## src/rtl/npu_loader_pkg.sv

```systemverilog
// npu_loader_pkg: shared state encoding, lane-mask helpers and default lane masks
// for the npu_simple operand buffer loader.
// Build option: NPU_LOADER_WEIGHT_BCAST_EN (see npu_buf_loader.sv).

package npu_loader_pkg;

   typedef logic [2:0] state_t;

   localparam state_t ST_IDLE   = 3'd0;
   localparam state_t ST_BIAS   = 3'd1;
   localparam state_t ST_WEIGHT = 3'd2;
   localparam state_t ST_INPUT  = 3'd3;
   localparam state_t ST_DONE   = 3'd4;

   // Number of lanes needed to hold a value of bits_w bits.
   function automatic int bias_lanes(input int bits_w, input int data_w);
      return (bits_w + data_w - 1) / data_w;
   endfunction

   // Default geometry, used for the package-level masks below.
   localparam int DEF_LANES  = 9;
   localparam int DEF_DATA_W = 8;
   localparam int DEF_BIAS_W = 16;

   localparam int BIAS_LANES = bias_lanes(DEF_BIAS_W, DEF_DATA_W);

   // Lane 0 sits in the MSB of en_in, so the bias lanes are the top bits.
   localparam logic [DEF_LANES-1:0] BIAS_EN_MASK =
      DEF_LANES'(((1 << BIAS_LANES) - 1) << (DEF_LANES - BIAS_LANES));

   localparam logic [DEF_LANES-1:0] LANE_ALL_ONES = '1;

endpackage

```

## src/rtl/npu_loader_addr_gen.sv

```systemverilog
// npu_loader_addr_gen: row / beat / column counters for the buffer loader.
// Row stepping wraps after HEIGHT rows; beat stepping wraps after i_beats beats
// and carries into the row. The column is a running sum of LANES per beat so no
// multiplier is needed.

module npu_loader_addr_gen #(
   parameter int HEIGHT = 8,
   parameter int H_B    = 3,
   parameter int W_B    = 7,
   parameter int LANES  = 9
) (
   input  logic           clk,
   input  logic           reset,
   input  logic           i_clr,
   input  logic           i_step_row,
   input  logic           i_step_beat,
   input  logic [W_B-1:0] i_beats,
   output logic [H_B-1:0] o_row,
   output logic [W_B-1:0] o_col,
   output logic           o_last_row,
   output logic           o_last_beat
);

   logic [H_B-1:0] r_row;
   logic [W_B-1:0] r_beat;
   logic [W_B-1:0] r_col;

   assign o_row       = r_row;
   assign o_col       = r_col;
   assign o_last_row  = (r_row == H_B'(HEIGHT - 1));
   assign o_last_beat = (r_beat == (i_beats - W_B'(1)));

   // Advance counters; a row wrap also returns the beat/column to the row start.
   always_ff @(posedge clk) begin
      if (!reset || i_clr) begin
         r_row  <= '0;
         r_beat <= '0;
         r_col  <= '0;
      end else if (i_step_beat) begin
         if (o_last_beat) begin
            r_beat <= '0;
            r_col  <= '0;
            r_row  <= o_last_row ? '0 : r_row + H_B'(1);
         end else begin
            r_beat <= r_beat + W_B'(1);
            r_col  <= r_col + W_B'(LANES);
         end
      end else if (i_step_row) begin
         r_row <= o_last_row ? '0 : r_row + H_B'(1);
      end
   end

endmodule

```

## src/rtl/npu_buf_loader.sv

```systemverilog
// npu_buf_loader: fills the npu_simple operand buffer from a valid/ready stream,
// writing bias column, then weight column, then the input rows.
// Build option NPU_LOADER_WEIGHT_BCAST_EN: one weight beat is replicated to all
// rows instead of taking one beat per row.
//
// state     | meaning
// ----------+-------------------------------------------------------------
// ST_IDLE   | waiting for start
// ST_BIAS   | one beat per row, written to the bias column
// ST_WEIGHT | weight column for every row (broadcast or one beat per row)
// ST_INPUT  | cfg_in_beats beats per row, row-major, column = beat*LANES
// ST_DONE   | one cycle; raises done and drops busy on the way to IDLE

module npu_buf_loader
   import npu_loader_pkg::*;
#(
   parameter int WIDTH      = 80,
   parameter int HEIGHT     = 8,
   parameter int W_B        = 7,
   parameter int H_B        = 3,
   parameter int LANES      = 9,
   parameter int DATA_W     = 8,
   parameter int BIAS_W     = 16,
   parameter int WEIGHT_COL = WIDTH - LANES
) (
   input  logic                    clk,
   input  logic                    reset,
   input  logic                    start,
   input  logic [W_B-1:0]          cfg_in_beats,
   input  logic [LANES-1:0]        cfg_last_mask,
   input  logic [LANES*DATA_W-1:0] s_data,
   input  logic                    s_valid,
   output logic                    s_ready,
   output logic [W_B-1:0]          write_w,
   output logic [H_B-1:0]          write_h,
   output logic [LANES*DATA_W-1:0] data_in,
   output logic [LANES-1:0]        en_in,
   output logic                    busy,
   output logic                    done
);

   localparam int DW      = LANES * DATA_W;
   localparam int BIAS_LN = bias_lanes(BIAS_W, DATA_W);
   localparam logic [LANES-1:0] L_BIAS_EN =
      LANES'(((1 << BIAS_LN) - 1) << (LANES - BIAS_LN));
   localparam logic [LANES-1:0] L_ALL_EN = '1;

   state_t           r_state;
   logic [W_B-1:0]   r_cfg_beats;
   logic [LANES-1:0] r_cfg_mask;
   logic [W_B-1:0]   r_write_w;
   logic [H_B-1:0]   r_write_h;
   logic [DW-1:0]    r_data_in;
   logic [LANES-1:0] r_en_in;
   logic             r_busy;
   logic             r_done;
`ifdef NPU_LOADER_WEIGHT_BCAST_EN
   logic             r_wt_taken;
`endif

   logic             w_s_ready;
   logic             w_fire;
   logic             w_clr;
   logic             w_step_row;
   logic             w_step_beat;
   logic [H_B-1:0]   w_row;
   logic [W_B-1:0]   w_col;
   logic             w_last_row;
   logic             w_last_beat;
   logic [DW-1:0]    w_bias_data;

   assign s_ready = w_s_ready;
   assign write_w = r_write_w;
   assign write_h = r_write_h;
   assign data_in = r_data_in;
   assign en_in   = r_en_in;
   assign busy    = r_busy;
   assign done    = r_done;

   assign w_fire      = s_valid & w_s_ready;
   assign w_bias_data = DW'(s_data[BIAS_W-1:0]) << (DW - BIAS_W);

   // Ready decode; gated by reset so no beat is taken in a cycle being reset.
   always_comb begin
      w_s_ready = 1'b0;
      case (r_state)
         ST_BIAS, ST_INPUT: w_s_ready = 1'b1;
`ifdef NPU_LOADER_WEIGHT_BCAST_EN
         ST_WEIGHT:         w_s_ready = ~r_wt_taken;
`else
         ST_WEIGHT:         w_s_ready = 1'b1;
`endif
         default:           w_s_ready = 1'b0;
      endcase
      w_s_ready = w_s_ready & reset;
   end

   // Counter control: clear on an accepted start, step on every write issued.
   always_comb begin
      w_clr       = (r_state == ST_IDLE) & start;
      w_step_beat = (r_state == ST_INPUT) & w_fire;
`ifdef NPU_LOADER_WEIGHT_BCAST_EN
      w_step_row  = ((r_state == ST_BIAS) & w_fire) |
                    ((r_state == ST_WEIGHT) & (w_fire | r_wt_taken));
`else
      w_step_row  = ((r_state == ST_BIAS) | (r_state == ST_WEIGHT)) & w_fire;
`endif
   end

   npu_loader_addr_gen #(
      .HEIGHT (HEIGHT),
      .H_B    (H_B),
      .W_B    (W_B),
      .LANES  (LANES)
   ) u_addr_gen (
      .clk         (clk),
      .reset       (reset),
      .i_clr       (w_clr),
      .i_step_row  (w_step_row),
      .i_step_beat (w_step_beat),
      .i_beats     (r_cfg_beats),
      .o_row       (w_row),
      .o_col       (w_col),
      .o_last_row  (w_last_row),
      .o_last_beat (w_last_beat)
   );

   // Sequencer and registered buffer write port; en_in defaults to no write.
   always_ff @(posedge clk) begin
      if (!reset) begin
         r_state     <= ST_IDLE;
         r_cfg_beats <= '0;
         r_cfg_mask  <= '0;
         r_write_w   <= '0;
         r_write_h   <= '0;
         r_data_in   <= '0;
         r_en_in     <= '0;
         r_busy      <= 1'b0;
         r_done      <= 1'b0;
`ifdef NPU_LOADER_WEIGHT_BCAST_EN
         r_wt_taken  <= 1'b0;
`endif
      end else begin
         r_en_in <= '0;
         r_done  <= 1'b0;
         case (r_state)
            ST_IDLE: begin
               if (start) begin
                  // A zero beat count would never reach a last beat.
                  r_cfg_beats <= (cfg_in_beats == '0) ? W_B'(1) : cfg_in_beats;
                  r_cfg_mask  <= cfg_last_mask;
                  r_busy      <= 1'b1;
                  r_state     <= ST_BIAS;
               end
            end
            ST_BIAS: begin
               if (w_fire) begin
                  r_write_w <= W_B'(WIDTH);
                  r_write_h <= w_row;
                  r_data_in <= w_bias_data;
                  r_en_in   <= L_BIAS_EN;
                  if (w_last_row) r_state <= ST_WEIGHT;
               end
            end
            ST_WEIGHT: begin
`ifdef NPU_LOADER_WEIGHT_BCAST_EN
               // The single beat stays in data_in while rows 1.. are written.
               if (w_fire || r_wt_taken) begin
                  r_write_w <= W_B'(WEIGHT_COL);
                  r_write_h <= w_row;
                  r_en_in   <= L_ALL_EN;
                  if (w_fire) r_data_in <= s_data;
                  if (w_last_row) begin
                     r_wt_taken <= 1'b0;
                     r_state    <= ST_INPUT;
                  end else begin
                     r_wt_taken <= 1'b1;
                  end
               end
`else
               if (w_fire) begin
                  r_write_w <= W_B'(WEIGHT_COL);
                  r_write_h <= w_row;
                  r_data_in <= s_data;
                  r_en_in   <= L_ALL_EN;
                  if (w_last_row) r_state <= ST_INPUT;
               end
`endif
            end
            ST_INPUT: begin
               if (w_fire) begin
                  r_write_w <= w_col;
                  r_write_h <= w_row;
                  r_data_in <= s_data;
                  r_en_in   <= w_last_beat ? r_cfg_mask : L_ALL_EN;
                  if (w_last_beat && w_last_row) r_state <= ST_DONE;
               end
            end
            ST_DONE: begin
               r_busy  <= 1'b0;
               r_done  <= 1'b1;
               r_state <= ST_IDLE;
            end
            default: r_state <= ST_IDLE;
         endcase
      end
   end

endmodule

```

## config.mk

```make
export PLATFORM = sky130hd
export DESIGN_NAME = npu_buf_loader
export DESIGN_NICKNAME = d
export VERILOG_FILES = /design/src/rtl/npu_loader_pkg.sv /design/src/rtl/npu_loader_addr_gen.sv /design/src/rtl/npu_buf_loader.sv
export SDC_FILE = /design/constraint.sdc
export NUM_CORES = 1
export LEC_CHECK = 0
export BUFFER_PORTS_ARGS = -buffer_cell sky130_fd_sc_hd__clkbuf_2
export CAP_MARGIN = 20
export CORE_UTILIZATION = 40
export CTS_BUF_LIST = sky130_fd_sc_hd__clkbuf_8
export CTS_CLUSTER_DIAMETER = 120
export DETAILED_ROUTE_END_ITERATION = 6
export MAX_ROUTING_LAYER = met4
export PLACE_DENSITY_LB_ADDON = 0.2
export SLEW_MARGIN = 20
export SYNTH_ARGS = -nofsm -noshare
export SYNTH_HDL_FRONTEND = slang
export SYNTH_SLANG_ARGS = --single-unit
export TNS_END_PERCENT = 1
```

## constraint.sdc

```tcl
create_clock -name clk -period 2 [get_ports clk]
set_input_delay 0 -clock clk [delete_from_list [all_inputs] [get_ports clk]]
set_output_delay 0 -clock clk [all_outputs]
set_load 0.03 [all_outputs]
```

==> flow_metrics.env, run 1 <==
export IMPL_layout_common_cells="clkbuf_2, nand2_1, dfxtp_1"
export IMPL_synth_top_family_by_area="simple AND/OR/NAND/NOR gates"
export IMPL_grt_max_degree=68
export IMPL_portBuffers=185
export IMPL_instances_no_fill=1095
export IMPL_switchingPower_mw=1.359
export IMPL_cts_buffers=17
export IMPL_relSlewSlack_pct=60.17
export IMPL_synth_xor_area_share_pct=1.621
export IMPL_arrival_ns=2.34
export IMPL_p_int_mw=4.376
export IMPL_via_per_inst=5.124
export IMPL_nets=1004
export IMPL_firstDrtPassIters=5
export IMPL_syn_area_sq_um=5404
export IMPL_root_buffer="clkbuf_8"
export IMPL_maxCapViolCount=0
export IMPL_yosysWarnings=0
export IMPL_first_global_vias=5445
export IMPL_end_kind="flop"
export IMPL_synth_fp_nets=733
export IMPL_cts_buffer_depth=2
export IMPL_dp_cells=971
export IMPL_gr_usage_all_layers_pct=23.41
export IMPL_antenna_left=0
export IMPL_initial_core_util_pct=40.97
export IMPL_peakVddDrop_uv=375.5
export IMPL_fmax_ghz=0.4989
export IMPL_ys_types=39
export IMPL_diodes=0
export IMPL_yosysSeqAreaShare_pct=47.79
export IMPL_n_fill_cell=1130
export IMPL_p_comb_share_pct=11.0
export IMPL_routed_via_count=5611
export IMPL_final_hold_violation_count=0
export IMPL_drive_above_1_share_pct=29.16
export IMPL_io_pins=186
export IMPL_synth_edf_count=0
export IMPL_wl_microns=15730
export IMPL_num_rows=42
export IMPL_whs_ns=0.3421
export IMPL_tightest_slew_ns=0.5974
export IMPL_gp_congestion=0.8172
export IMPL_drt_iter0_markers=304
export IMPL_area_delta_synth_final_pct=49.46
export IMPL_swShare_pct=23.70
export IMPL_crit_fanout=5
export IMPL_cts_num_sinks=129
export IMPL_die_h_microns=118.2
export IMPL_synth_seq_cells=129
export IMPL_setup_viol=3
export IMPL_synth_compound_area_share_pct=18.96
export IMPL_synthAdderAreaFrac_pct=1.158
export IMPL_cp_data_required_time_ns=2.34
export IMPL_pwr_share_clk_pct=43.0
export IMPL_status="complete, but fails checks"
export IMPL_regToRegSetupSlack_ns=-0.004
export IMPL_powerDensity_nw_per_um2=710.1
export IMPL_die_area_sq_um=13980
export IMPL_syn_instance_count=636
export IMPL_hold_class="in -> reg"
export IMPL_critical_path_class="reg -> reg"
export IMPL_clk_pin_slew_worst_paths_ns=0.07
export IMPL_die_w_microns=118.2
export IMPL_async_reset_ff_share_pct=0
export IMPL_antenna_found_initial=0
export IMPL_grt_pass1_wl_microns=25570
export IMPL_p_seq_share_pct=46.1
export IMPL_wl_per_cell_microns=14.36
export IMPL_synth_ff_type="dfxtp_1"
export IMPL_avgSynthCellArea_sq_um=8.497
export IMPL_insertion_delay_ns=0.44
export IMPL_synth_mux_area_fraction_pct=2.964
export IMPL_tritoncts="done"
export IMPL_mostFrequentLayoutCell="clkbuf_2"
export IMPL_timing_final_ws_setup_ns=-0.004431
export IMPL_hpwlAfterDp_microns=9667
export IMPL_htree_levels=4
export IMPL_violations="negative setup slack"
export IMPL_leakage_nw=3.508
export IMPL_overflow=0
export IMPL_post_route_min_period_ns=2.004
export IMPL_drc=0
export IMPL_min_period_over_period_pct=100.2
export IMPL_fin_skew_ns=0.007053
export IMPL_core_area_sq_um=13190
export IMPL_slew_viol_final=0
export IMPL_startpoint_type="flop"
export IMPL_yosys_area_share_simple_pct=23.34
export IMPL_rsz0062_at_grt="true"
[cell usage after synthesis, types with 2 or more instances]
master / count / area, sq um
nor2_1: 17 / 63.81
o211a_1: 17 / 170.2
nand3b_1: 2 / 15.01
buf_1: 7 / 26.28
o211ai_1: 3 / 22.52
a21boi_0: 74 / 555.5
and3_1: 5 / 31.28
o21a_1: 7 / 52.55
mux2i_1: 16 / 160.2
and3b_1: 2 / 17.52
buf_2: 15 / 75.07
a31oi_1: 9 / 56.30
o21ai_0: 10 / 50.05
nand3_1: 75 / 375.4
inv_1: 4 / 15.01
a22o_1: 4 / 35.03
nor2b_1: 5 / 31.28
nor3_1: 13 / 65.06
dfxtp_1: 129 / 2582
and2_1: 2 / 12.51
clkbuf_1: 29 / 108.9
nand2_1: 146 / 548.0
a21oi_1: 14 / 70.07
nor3b_1: 2 / 15.01
nand4_1: 2 / 12.51
ha_1: 5 / 62.56
xnor2_1: 9 / 78.83
or2_2: 2 / 12.51
[worst max-delay path, cell delays in order (launching register included)]
cell and delay [ns]:
dfxtp_2 0.34, inv_2 0.04, ha_4 0.15, nor2b_4 0.12, or3_1 0.34, a31oi_1 0.20
nand4_2 0.20, a22o_1 0.30, a22o_1 0.21
[kinds of logic (layout without fill, tap and decap cells)]
group / count (synthesis) / after routing
buffers and inverters: 55 / 338
XOR/XNOR: 10 / 10
multiplexers: 16 / 16
adder cells (fa/ha/maj): 5 / 5
AO/OA/AOI/OAI: 140 / 140
flip-flops: 129 / 129
AND/OR/NAND/NOR: 281 / 281
[per-layer routing]
metal	vias to the layer above	routed length (microns)	GRT usage [%]
li1	2728	-	-
met1	2656	6687	26.66
met2	181	7732	37.98
met3	46	722	5.116
met4	0	585	13.38
met5	-	0	-
[metrics by stage]
stage	setup slack [ns]	cell area (sq um)	utilization (%)	TNS, ns	total power, mW
after floorplan	-0.06601	5408	-	-0.4686	2.962
after global placement	-0.02249	6619	50.18	-0.1548	3.146
after detailed placement	-0.1040	6619	50.18	-0.7972	3.158
after CTS	-0.03229	8009	60.72	-0.05425	5.766
after global routing	-0.1124	8077	61.23	-1.241	5.962
final	-0.004431	8077	61.23	-0.01085	5.735
[registers in the layout, indices dropped and copies added, names as in the netlist]
| signal | flops |
|---|---|
| r_state | 3 |
| r_cfg_mask | 9 |
| data_in | 72 |
| done | 1 |
| write_h | 3 |
| busy | 1 |
| u_addr_gen.o_col | 7 |
| r_cfg_beats | 7 |
| write_w | 7 |
| u_addr_gen.r_beat | 7 |
| u_addr_gen.o_row | 3 |
| en_in | 9 |
[final timing paths]
kind,startpoint,endpoint,cells past startpoint
worst max-delay path,r_cfg_beats[0],u_addr_gen.o_row[0],8
worst max register to register,r_cfg_beats[0],u_addr_gen.o_row[0],8
worst min register to register,write_h[0],write_h[0],2
worst min-delay path,s_data[11],data_in[11],4
[power by group through the flow]
stage	sequential (mW)	combinational (mW)	clock [mW]
detailed placement	2.70	0.459	0
global route	2.65	0.684	2.63
global placement	2.70	0.449	0
finish	2.64	0.629	2.46
floorplan	2.73	0.229	0
CTS	2.64	0.614	2.51
[repair_timing]
action | 4_1_cts | 5_1_grt
pin swaps | 6 | 11
setup buffers | 1 | 0
hold buffers | 91 | 0
cloned | 0 | 1
setup endpoints to repair | 12 | 37
hold endpoints to repair | 92 | 0
resized for setup | 11 | 16
[final cells by class]
type / count / area (sq um) / share of cell area, %
inverter: 4 / 15.01 / 0.1859
clock buffer: 20 / 275.3 / 3.408
sequential: 129 / 2585 / 32.01
multi-input combinational: 452 / 2694 / 33.35
tap: 176 / 220.2 / 2.727
clock inverter: 11 / 160.2 / 1.983
timing repair buffer: 303 / 2127 / 26.34
No activity file was read; power rests on OpenSTA's default activity.
==> inputs of run 2 (changes only) <==
- CORE_UTILIZATION: 40 -> 47
==> run 2 against run 1 <==
  * The flow still finishes with violations (negative setup slack)
  * Worst setup slack worse by 0.053 ns
  * Critical path type unchanged
  * Combinational power grew 2%
  * Routed wire length grew 5.9%
  * Hold slack is essentially flat
  * Count of clock-buffer cells in the layout stayed put
  * Sequential cell count is the same
  * Cell count is 3.4% lower
  * Critical endpoint is now en_in[0]
  * Utilization grew 12 points
  * Via count up 3.4%
==> flow_metrics.env, run 2 (synthesis results as in run 1) <==
export IMPL_startpoint_type="flop"
export IMPL_rsz0062_at_grt="true"
export IMPL_drc=0
export IMPL_die_h_microns=109.2
export IMPL_maxCapViolCount=0
export IMPL_min_period_over_period_pct=102.9
export IMPL_arrival_ns=2.39
export IMPL_switchingPower_mw=1.362
export IMPL_end_kind="flop"
export IMPL_clk_pin_slew_worst_paths_ns=0.07
export IMPL_tritoncts="done"
export IMPL_gr_usage_all_layers_pct=28.67
export IMPL_die_w_microns=109.2
export IMPL_routed_via_count=5804
export IMPL_leakage_nw=3.541
export IMPL_setup_viol=12
export IMPL_antenna_found_initial=0
export IMPL_grt_pass1_wl_microns=25690
export IMPL_reg2reg_from="r_cfg_beats[1]"
export IMPL_swShare_pct=22.24
export IMPL_hpwlAfterDp_microns=9713
export IMPL_via_per_inst=5.486
export IMPL_p_int_mw=4.760
export IMPL_relSlewSlack_pct=62.09
export IMPL_diodes=0
export IMPL_multi_input_area_sq_um=2670
export IMPL_instances_no_fill=1058
export IMPL_core_area_sq_um=11030
export IMPL_register_area_sq_um=2586
export IMPL_r2r_end="en_in[0]"
export IMPL_drt_iter0_markers=286
export IMPL_peakVddDrop_uv=610.3
export IMPL_htree_levels=4
export IMPL_violations="negative setup slack"
export IMPL_fin_util_pct=73.04
export IMPL_portBuffers=185
export IMPL_cts_buffer_depth=2
export IMPL_worstHoldStart="s_data[11]"
export IMPL_cp_startpoint="r_cfg_beats[1]"
export IMPL_cts_num_sinks=129
export IMPL_wl_microns=16650
export IMPL_overflow=0
export IMPL_gp_congestion=0.8731
export IMPL_grt_max_degree=83
export IMPL_p_comb_share_pct=10.4
export IMPL_status="complete, but fails checks"
export IMPL_regToRegSetupSlack_ns=-0.06
export IMPL_drive_above_1_share_pct=28.54
export IMPL_nets=1002
export IMPL_root_buffer="clkbuf_8"
export IMPL_pwr_share_clk_pct=46.4
export IMPL_powerDensity_nw_per_um2=759.9
export IMPL_endpoint="en_in[0]"
export IMPL_dp_cells=930
export IMPL_p_seq_share_pct=43.2
export IMPL_post_route_min_period_ns=2.057
export IMPL_n_fill_cell=788
export IMPL_final_hold_violation_count=0
export IMPL_firstDrtPassIters=5
export IMPL_wl_per_cell_microns=15.74
export IMPL_largest_reg_flops=72
export IMPL_crit_fanout=7
export IMPL_layout_common_cells="clkbuf_2, nand2_1, dfxtp_1"
export IMPL_fin_skew_ns=0.008672
export IMPL_hold_class="in -> reg"
export IMPL_mostFrequentLayoutCell="clkbuf_2"
export IMPL_rr_worst_depth=9
export IMPL_cp_data_required_time_ns=2.34
export IMPL_timing_final_ws_setup_ns=-0.05702
export IMPL_tightest_slew_ns=0.5686
export IMPL_fmax_ghz=0.4861
export IMPL_initial_core_util_pct=48.99
export IMPL_io_pins=186
export IMPL_area_delta_synth_final_pct=49.09
export IMPL_insertion_delay_ns=0.44
export IMPL_critical_path_class="reg -> reg"
export IMPL_cts_buffers=17
export IMPL_die_area_sq_um=11930
export IMPL_slew_viol_final=0
export IMPL_antenna_left=0
export IMPL_first_global_vias=5634
export IMPL_num_rows=38
==> run 2: changes by cell type in the layout (fill, tap and decap cells not counted), sizes merged <==
cell / before / now
inv: 4 / 6
buf: 27 / 24
clkinvlp: 2 / 1
clkinv: 5 / 2
bufinv: 4 / 7
clkbuf: 205 / 206
==> run 2: final cells by class <==
type,count,area share (%)
clock inverter,12,2.920
sequential,129,32.10
multi-input combinational,452,33.14
tap,140,2.174
timing repair buffer,301,26.06
inverter,4,0.1864
clock buffer,20,3.417
==> run 2: per-stage QoR <==
| stage | worst slack (ns) | TNS (ns) | hold slack [ns] | total power [mW] | area [sq um] |
|---|---|---|---|---|---|
| CTS | -0.08690 | -0.5615 | 0.3025 | 6.128 | 7994 |
| global route | -0.1594 | -2.959 | 0.3443 | 6.319 | 8056 |
| detailed placement | -0.1476 | -1.307 | 0.2328 | 3.158 | 6497 |
| global placement | -0.04288 | -0.2600 | 0.2250 | 3.148 | 6497 |
| finish | -0.05702 | -0.4159 | 0.3420 | 6.122 | 8056 |
| floorplan | -0.06601 | -0.4686 | 0.1230 | 2.962 | 5408 |
==> run 2: layer usage <==
metal  wire length [microns]  GRT usage [%]
met2                    8496          47.80
met4                     624          15.33
met5                       0              -
met1                    6631          31.67
met3                     897          6.754
==> run 2: how the worst min path moves through the flow <==
stage / to / slack, ns / cells after the start
after floorplan: data_in[11] / 0.12 / 2
after global placement: data_in[11] / 0.23 / 3
after detailed placement: data_in[11] / 0.23 / 3
after CTS: data_in[11] / 0.30 / 4
after global routing: r_cfg_mask[2] / 0.34 / 4
final: data_in[11] / 0.34 / 4
==> run 2: critical path, cell delays in order (launching register included) <==
cell and delay (ns):
dfxtp_2 0.34, inv_2 0.04, ha_4 0.15, nor2b_4 0.12, or3_1 0.35, a31oi_1 0.20, nand4_2 0.13, buf_4 0.17
or2_4 0.26, o21a_1 0.19
==> run 2: power groups by stage <==
stage / sequential (mW) / combinational (mW) / clock (mW)
floorplan: 2.73 / 0.229 / 0
global placement: 2.70 / 0.450 / 0
detailed placement: 2.70 / 0.458 / 0
CTS: 2.64 / 0.617 / 2.87
global route: 2.65 / 0.688 / 2.98
finish: 2.64 / 0.639 / 2.84
==> run 2: what timing repair did <==
action                                 4_1_cts  5_1_grt
resized for setup                           16        7
endpoints found under the hold margin       92        0
hold buffers                                91        0
buffers inserted                             2        2
pin swaps                                    8        7
gates cloned                                 0        1
setup endpoints to repair                   24       34
